**src/rtl/rhs_pkg.sv**
```systemverilog
// Shared opcodes, response constants, FSM states and the command classifier
// used by the RHS2116-style SPI responder.
package rhs_pkg;

    localparam logic [1:0]  OP_CONVERT    = 2'b00;
    localparam logic [1:0]  OP_CLEAR      = 2'b01;
    localparam logic [1:0]  OP_WRITE      = 2'b10;
    localparam logic [1:0]  OP_READ       = 2'b11;

    localparam logic [31:0] CLEAR_WORD    = 32'h6A00_0000;
    localparam logic [15:0] RESP_WRITE_HI = 16'hFFFF;

    typedef enum logic [1:0] {
        IDLE,
        SHIFT,
        DONE
    } state_e;

    typedef enum logic [2:0] {
        CMD_CONVERT,
        CMD_WRITE,
        CMD_READ,
        CMD_CLEAR,
        CMD_NOP
    } cmd_kind_e;

    // Only the exact CLEAR word is a CLEAR; every other 01 word is a no-op.
    function automatic cmd_kind_e decode_cmd(input logic [31:0] cmd);
        cmd_kind_e kind;
        case (cmd[31:30])
            OP_CONVERT: kind = CMD_CONVERT;
            OP_WRITE:   kind = CMD_WRITE;
            OP_READ:    kind = CMD_READ;
            OP_CLEAR:   kind = (cmd == CLEAR_WORD) ? CMD_CLEAR : CMD_NOP;
            default:    kind = CMD_NOP;
        endcase
        return kind;
    endfunction

endpackage

```
**src/rtl/rhs_spi_sync.sv**
```systemverilog
// Two-flop synchronizer for one asynchronous SPI pin, plus single-cycle
// rising/falling edge pulses derived from the synchronized level.
module rhs_spi_sync (
    input  logic clk,
    input  logic rstn,
    input  logic din,
    output logic dout,
    output logic rise,
    output logic fall
);

    // [0] metastability stage, [1] synchronized level, [2] previous level
    logic [2:0] sync_q;
    logic [2:0] sync_d;

    always_comb begin
        sync_d = {sync_q[1:0], din};
    end

    // NOTE: sequential state uses non-blocking assignments so every flop samples pre-edge values.
    always_ff @(posedge clk) begin
        if (!rstn) begin
            sync_q <= '0;
        end else begin
            sync_q <= sync_d;
        end
    end

    assign dout = sync_q[1];
    assign rise = sync_q[1] & ~sync_q[2];
    assign fall = ~sync_q[1] & sync_q[2];

endmodule

```
**src/rtl/rhs_spi_responder.sv**
```systemverilog
// RHS2116-style SPI responder: decodes 32-bit frames and returns each response two frames later.
// Define RHS_RESP_REGFILE_EN to implement the REG_COUNT x 16 register file behind WRITE/READ.
module rhs_spi_responder
    import rhs_pkg::*;
#(
    parameter int unsigned STARTING_SEED = 0,
    parameter int unsigned REG_COUNT     = 32
) (
    input  logic       clk,
    input  logic       rstn,
    input  logic       SCLK,
    input  logic       CS,
    input  logic       MOSI,
    output logic       MISO,
    output logic [7:0] channel_out,
    output logic       frame_done,
    output logic       frame_error
);

    localparam logic [7:0] SEED8 = 8'(STARTING_SEED);

    logic sclk_lvl, sclk_rise, sclk_fall;
    logic cs_lvl, cs_rise, cs_fall;
    logic mosi_lvl, mosi_rise, mosi_fall;
    logic unused_sync;

    rhs_spi_sync u_sync_sclk (.clk(clk), .rstn(rstn), .din(SCLK), .dout(sclk_lvl), .rise(sclk_rise), .fall(sclk_fall));
    rhs_spi_sync u_sync_cs   (.clk(clk), .rstn(rstn), .din(CS),   .dout(cs_lvl),   .rise(cs_rise),   .fall(cs_fall));
    rhs_spi_sync u_sync_mosi (.clk(clk), .rstn(rstn), .din(MOSI), .dout(mosi_lvl), .rise(mosi_rise), .fall(mosi_fall));

    assign unused_sync = ^{sclk_lvl, mosi_rise, mosi_fall};

    state_e           state_q, state_d;
    logic [31:0]      cmd_q, cmd_d;
    logic [5:0]       bit_cnt_q, bit_cnt_d;
    logic [31:0]      out_sr_q, out_sr_d;
    logic             miso_q, miso_d;
    logic [5:0]       channel_q, channel_d;
    logic [7:0]       frame_cnt_q, frame_cnt_d;
    logic [1:0][31:0] pipe_q, pipe_d;
    logic             frame_done_q, frame_done_d;
    logic             frame_error_q, frame_error_d;

    cmd_kind_e   kind;
    logic        frame_ok;
    logic [5:0]  conv_ch;
    logic [15:0] rd_data;
    logic [31:0] resp;

    assign kind     = decode_cmd(cmd_q);
    assign frame_ok = (bit_cnt_q == 6'd32);
    assign conv_ch  = cmd_q[21:16];

    always_comb begin
        case (kind)
            CMD_CONVERT: resp = {8'h00, 8'(conv_ch), SEED8 + 8'(conv_ch), frame_cnt_q};
            CMD_WRITE:   resp = {RESP_WRITE_HI, cmd_q[15:0]};
            CMD_READ:    resp = {16'h0000, rd_data};
            default:     resp = '0;
        endcase
    end

`ifdef RHS_RESP_REGFILE_EN
    localparam int unsigned AW = (REG_COUNT > 1) ? $clog2(REG_COUNT) : 1;

    logic [15:0]   regs_q [REG_COUNT];
    logic [15:0]   regs_d [REG_COUNT];
    logic          addr_hit;
    logic [AW-1:0] addr_idx;
    logic          wr_en;

    assign addr_hit = 32'(cmd_q[23:16]) < REG_COUNT;
    assign addr_idx = AW'(cmd_q[23:16]);
    assign wr_en    = (state_q == DONE) && frame_ok && (kind == CMD_WRITE) && addr_hit;
    assign rd_data  = addr_hit ? regs_q[addr_idx] : 16'h0000;

    always_comb begin
        regs_d = regs_q;
        if (wr_en) begin
            regs_d[addr_idx] = cmd_q[15:0];
        end
    end

    // NOTE: the register file is reset explicitly, so it is built from flops rather than block RAM.
    always_ff @(posedge clk) begin
        if (!rstn) begin
            for (int i = 0; i < int'(REG_COUNT); i++) begin
                regs_q[i] <= '0;
            end
        end else begin
            regs_q <= regs_d;
        end
    end
`else
    logic [31:0] unused_reg_count;

    assign unused_reg_count = REG_COUNT;
    assign rd_data          = 16'h0000;
`endif

    // NOTE: every signal gets a default first, so no path through this block infers a latch.
    always_comb begin
        state_d       = state_q;
        cmd_d         = cmd_q;
        bit_cnt_d     = bit_cnt_q;
        out_sr_d      = out_sr_q;
        miso_d        = miso_q;
        channel_d     = channel_q;
        frame_cnt_d   = frame_cnt_q;
        pipe_d        = pipe_q;
        frame_done_d  = 1'b0;
        frame_error_d = 1'b0;

        case (state_q)
            IDLE: begin
                if (cs_fall) begin
                    state_d   = SHIFT;
                    bit_cnt_d = '0;
                end
            end
            SHIFT: begin
                // A CS rise wins over a coincident SCLK rise; that last edge is dropped.
                if (cs_rise) begin
                    state_d = DONE;
                end else if (sclk_rise) begin
                    cmd_d     = {cmd_q[30:0], mosi_lvl};
                    bit_cnt_d = bit_cnt_q + 6'd1;
                end
            end
            DONE: begin
                if (frame_ok) begin
                    frame_done_d = 1'b1;
                    frame_cnt_d  = frame_cnt_q + 8'd1;
                    pipe_d       = {pipe_q[0], resp};
                    if (kind == CMD_CONVERT) begin
                        channel_d = conv_ch;
                    end
                end else begin
                    frame_error_d = 1'b1;
                end
                if (cs_fall) begin
                    state_d   = SHIFT;
                    bit_cnt_d = '0;
                end else begin
                    state_d = IDLE;
                end
            end
            default: state_d = IDLE;
        endcase

        // A frame starting in DONE must see the response being pushed this cycle.
        if (cs_lvl) begin
            miso_d = 1'b0;
        end else if (cs_fall && (state_q != SHIFT)) begin
            out_sr_d = ((state_q == DONE) && frame_ok) ? pipe_q[0] : pipe_q[1];
            miso_d   = out_sr_d[31];
        end else if (sclk_fall && (state_q == SHIFT)) begin
            out_sr_d = {out_sr_q[30:0], 1'b0};
            miso_d   = out_sr_q[30];
        end
    end

    always_ff @(posedge clk) begin
        if (!rstn) begin
            state_q       <= IDLE;
            cmd_q         <= '0;
            bit_cnt_q     <= '0;
            out_sr_q      <= '0;
            miso_q        <= 1'b0;
            channel_q     <= '0;
            frame_cnt_q   <= '0;
            pipe_q        <= '0;
            frame_done_q  <= 1'b0;
            frame_error_q <= 1'b0;
        end else begin
            state_q       <= state_d;
            cmd_q         <= cmd_d;
            bit_cnt_q     <= bit_cnt_d;
            out_sr_q      <= out_sr_d;
            miso_q        <= miso_d;
            channel_q     <= channel_d;
            frame_cnt_q   <= frame_cnt_d;
            pipe_q        <= pipe_d;
            frame_done_q  <= frame_done_d;
            frame_error_q <= frame_error_d;
        end
    end

    assign MISO        = miso_q;
    assign channel_out = {2'b00, channel_q};
    assign frame_done  = frame_done_q;
    assign frame_error = frame_error_q;

endmodule

```
**config.mk**
```make
export PLATFORM = sky130hd
export DESIGN_NAME = rhs_spi_responder
export DESIGN_NICKNAME = d
export VERILOG_FILES = /design/src/rtl/rhs_pkg.sv /design/src/rtl/rhs_spi_sync.sv /design/src/rtl/rhs_spi_responder.sv
export SDC_FILE = /design/constraint.sdc
export NUM_CORES = 1
export LEC_CHECK = 0
export CAP_MARGIN = 25
export CORE_MARGIN = 5
export CORE_UTILIZATION = 40
export CTS_BUF_LIST = sky130_fd_sc_hd__clkbuf_4
export DETAILED_ROUTE_END_ITERATION = 7
export PLACE_DENSITY = 0.66
export SYNTH_ARGS = -nofsm -noshare
export SYNTH_HDL_FRONTEND = slang
export SYNTH_SLANG_ARGS = --single-unit
export TNS_END_PERCENT = 1
```
**constraint.sdc**
```tcl
create_clock -name clk -period 2.25 [get_ports clk]
set_clock_uncertainty 0.1 [all_clocks]
set_input_delay 0.45 -clock clk [delete_from_list [all_inputs] [get_ports clk]]
set_output_delay 0.45 -clock clk [all_outputs]
set_load 0.05 [all_outputs]
```
==> run summary <==
After synthesis the cells add up to 0.00560 mm². The per-cell via count in the routed design is 5.24. The number of enable-type register cells in the synthesized netlist is 0.

Power spread over the standard cell area amounts to 733 mW/mm². Final hold analysis gives a worst-case slack of 0.343 ns. The number of buffers inserted by post-CTS setup repair is 0. The total track usage is 15.2%. The number of buffers created by CTS is 17.

The count of state elements after synthesis came out at 142. The highest ir drop seen on vdd is 0.344 mV. Data on the critical path arrives at its endpoint at 2.37 ns. After routing the design area is 0.00625 mm². A synthesized cell averages 8.82 µm². The first-pass iteration count of the detailed router is 4. The count of inserted antenna diode cells came out at 0. The synthesis-to-finish area growth came out at 11.6%. The final number of hold-violating endpoints came to 0.

The slew at the pin with the worst max-slew slack came out at 0.531 ns. The max-capacitance violation count is 0. The sequential cell area fraction in the yosys report came out at 50.8%.

The kind of capture point of the worst setup path is a flip-flop. The leakage power came out at 0.00225 µW. Measured along the x axis, the die boundary spans 128 µm. The post-DP HPWL came out at 7390 µm.

The number of antenna violations at the first check in global routing came out at 0. The share of synthesized registers carrying an async set or reset is 0%. The required time of the critical path is 2.54 ns. The number of violations reported at the end of detailed-routing iteration 0 came out at 259. The number of setup violations in the final report is 0. After floorplanning, the core was divided into 43 placement rows. The post-layout minimum cycle time came out at 2.08 ns. Entering global routing, the biggest net connects 94 pins. Among all flip-flop cells after synthesis, the most frequent one is sky130_fd_sc_hd__dfxtp_1. The area of placed instances came out at 0.00590 mm². The post-cts gate resize count came out at 8. The quantity of hold-fixing buffers added after cts is 0. The highest net fanout along the worst path is 24. The number of top-level pins came out at 16. The total vias in the final route is 4324. After clock tree synthesis, the clock-pin slew on the worst setup and hold paths is 0.12 ns. The synthesized instance count is 635.

The count of nets left with antenna violations once routing finished came out at 0. The layout cell share with drive strength beyond 1 is 8.06%. Setup repair after global routing left no endpoint under its margin. The startpoint type of the worst setup path is a flip-flop.

The setup total negative slack is 0 ns. The first-pass GRT wire length is 20500 µm. The maximum clock frequency is 481 MHz. The overall routed net length came out at 11700 µm. The clock net sink count came out at 142. The count of synthesis-stage warnings from yosys is 0. The max-slew violation count is 0. The height of the die came out at 128 µm. Routability-driven placement finished with a final weighted congestion of 0.810. The longest clock path from root to sink contains 2 buffers. The clock root buffer is sky130_fd_sc_hd__clkbuf_4. For this design, the slowest cell found on the critical path is sky130_fd_sc_hd__dfxtp_1. Walking the worst path, the cells encountered are inv_1 > ha_1 > nor3b_4 > nand3_2 > buf_4 > mux2i_1 > o221ai_1. The mean routed wirelength per cell came out at 14.1 µm. The final critical-path share of the clock period came out at 92.4%. The area inside the core boundary came out at 0.0138 mm². Cells fill 45.2% of the core in the end. Counting the fill cells in the layout gives 1313. The min-delay analysis places its worst path in the category reg -> reg.

The CTS tree is yes. The total DRC errors in the routed layout came out at 0. The largest incremental delay on the critical path came out at 0.41 ns. The worst max-slew margin expressed relative to the limit is 64.5%. The floorplan step defined a die boundary enclosing 0.0165 mm².

The worst setup path is of the reg -> reg kind. The H-tree generated during clock tree synthesis spans 4 levels. The initial standard-cell utilization of the core came out at 40.5%. The run finished with clean final reports.

The number of global-route vias before repair is 4358. Synthesis instantiated 41 different standard cells from the library. The total congestion overflow is 0. The clock reaches the later pin of the worst-skew pair after 0.51 ns. The count of buffers added on input and output ports is 13. The final-stage net count is 642. Setup slack on the worst reg-to-reg path comes out at 0.17 ns.
-- synth_stat cells, drive strengths merged, types with 4 or more instances --
cell type    n  share of area (%)
dfxtp      142                 51
nand2      121                8.1
a21oi       68                6.1
nor2        43                2.9
mux2i       42                7.5
clkbuf      36                2.4
or3         27                3.0
o221ai      21                3.3
or4         20                2.7
o21ai       16                1.5
buf         14                1.3
inv         13               0.87
and2        11                1.2
nand3       10               0.89
o32ai        9                1.4
nand4        4               0.45
nor2b        4               0.45
-- routing by layer --
metal	part of all wire [%]	vias to the layer above	wire (µm)	global-route usage, %
met4	1.4	0	163	5.49
li1	-	2201	-	-
met1	45	2031	5310	18.7
met5	0	-	0	0
met3	4.4	14	513	3.83
met2	49	78	5680	25.8
-- final cells by class --
class | count | area (µm²) | area share, %
clock buffers | 17 | 128 | 2.04
repair buffers | 29 | 268 | 4.29
flip-flops and latches | 142 | 2840 | 45.5
well taps | 180 | 225 | 3.60
multi-input cells | 431 | 2510 | 40.2
inverters | 13 | 48.8 | 0.781
clock inverters | 13 | 221 | 3.54
-- per-stage QoR --
stage | setup slack [ns] | power [µW] | instances
2_1_floorplan | 0.476 | 2660 | 636
3_3_place_gp | 0.180 | 2690 | 795
3_5_place_dp | 0.163 | 2690 | 795
4_1_cts | 0.00928 | 4630 | 825
5_1_grt | 0.0209 | 4750 | 825
6_report | 0.171 | 4580 | 825
-- state kept, by name, summed over array words and instances, names as in the netlist --
register / flops
state_q: 2
u_sync_cs.sync_q: 3
frame_error: 1
u_sync_mosi.sync_q: 2
u_sync_sclk.sync_q: 3
cmd_q: 32
pipe_q: 46
frame_done: 1
out_sr_q: 31
frame_cnt_q: 8
bit_cnt_q: 6
MISO: 1
channel_q: 6
-- final timing paths --
check | startpoint | to | depth (start not counted)
max | bit_cnt_q[0] | out_sr_q[17] | 7
max reg2reg | bit_cnt_q[0] | out_sr_q[17] | 7
min reg2reg | u_sync_cs.sync_q[0] | u_sync_cs.sync_q[1] | 1
min | u_sync_cs.sync_q[0] | u_sync_cs.sync_q[1] | 1
-- power by group --
part           internal (µW)  switching [µW]  total, µW
Sequential              2520            4.03       2520
Combinational           28.4            83.8        112
Clock                   1080             861       1940
-- cells in the final DEF (no fill, tap or decap), types with 2 or more instances in the layout --
cell,n
sky130_fd_sc_hd__dfxtp_1,142
sky130_fd_sc_hd__nand2_1,121
sky130_fd_sc_hd__a21oi_1,68
sky130_fd_sc_hd__nor2_1,43
sky130_fd_sc_hd__mux2i_1,41
sky130_fd_sc_hd__or3_1,27
sky130_fd_sc_hd__o221ai_1,21
sky130_fd_sc_hd__or4_1,20
sky130_fd_sc_hd__clkbuf_4,17
sky130_fd_sc_hd__o21ai_0,15
sky130_fd_sc_hd__buf_4,14
sky130_fd_sc_hd__inv_1,12
sky130_fd_sc_hd__and2_1,11
sky130_fd_sc_hd__nand3_1,9
sky130_fd_sc_hd__o32ai_1,9
sky130_fd_sc_hd__dlygate4sd2_1,8
sky130_fd_sc_hd__bufinv_16,6
sky130_fd_sc_hd__nor2b_1,4
sky130_fd_sc_hd__nand4_1,4
sky130_fd_sc_hd__clkinvlp_4,4
sky130_fd_sc_hd__clkdlybuf4s50_1,4
sky130_fd_sc_hd__nand2b_1,3
sky130_fd_sc_hd__and3_1,3
sky130_fd_sc_hd__xor2_1,3
sky130_fd_sc_hd__xnor2_1,3
sky130_fd_sc_hd__ha_1,3
sky130_fd_sc_hd__clkinv_1,3
sky130_fd_sc_hd__nor3b_1,2
sky130_fd_sc_hd__nor3_1,2
sky130_fd_sc_hd__conb_1,2
sky130_fd_sc_hd__buf_12,2
-- kinds of logic after synthesis --
| kind of cell | synth area share, % |
|---|---|
| simple gates | 22.6 |
| flops | 50.8 |
| compound gates | 12.7 |
| buf+inv | 4.63 |
| mux | 7.71 |
| xor+xnor | 0.939 |
| fa+ha+maj | 0.671 |
| other cells | 0.0670 |
-- worst max-delay path, delay by kind of cell (launching register included) --
kind,cells,cell delay [ns]
buffers and inverters,2,0.41
DFF,1,0.41
AOI/OAI and AO/OA,1,0.17
adders and majority gates,1,0.21
muxes,1,0.36
and+or+nand+nor,2,0.29
No activity file was read; power rests on OpenSTA's default activity.
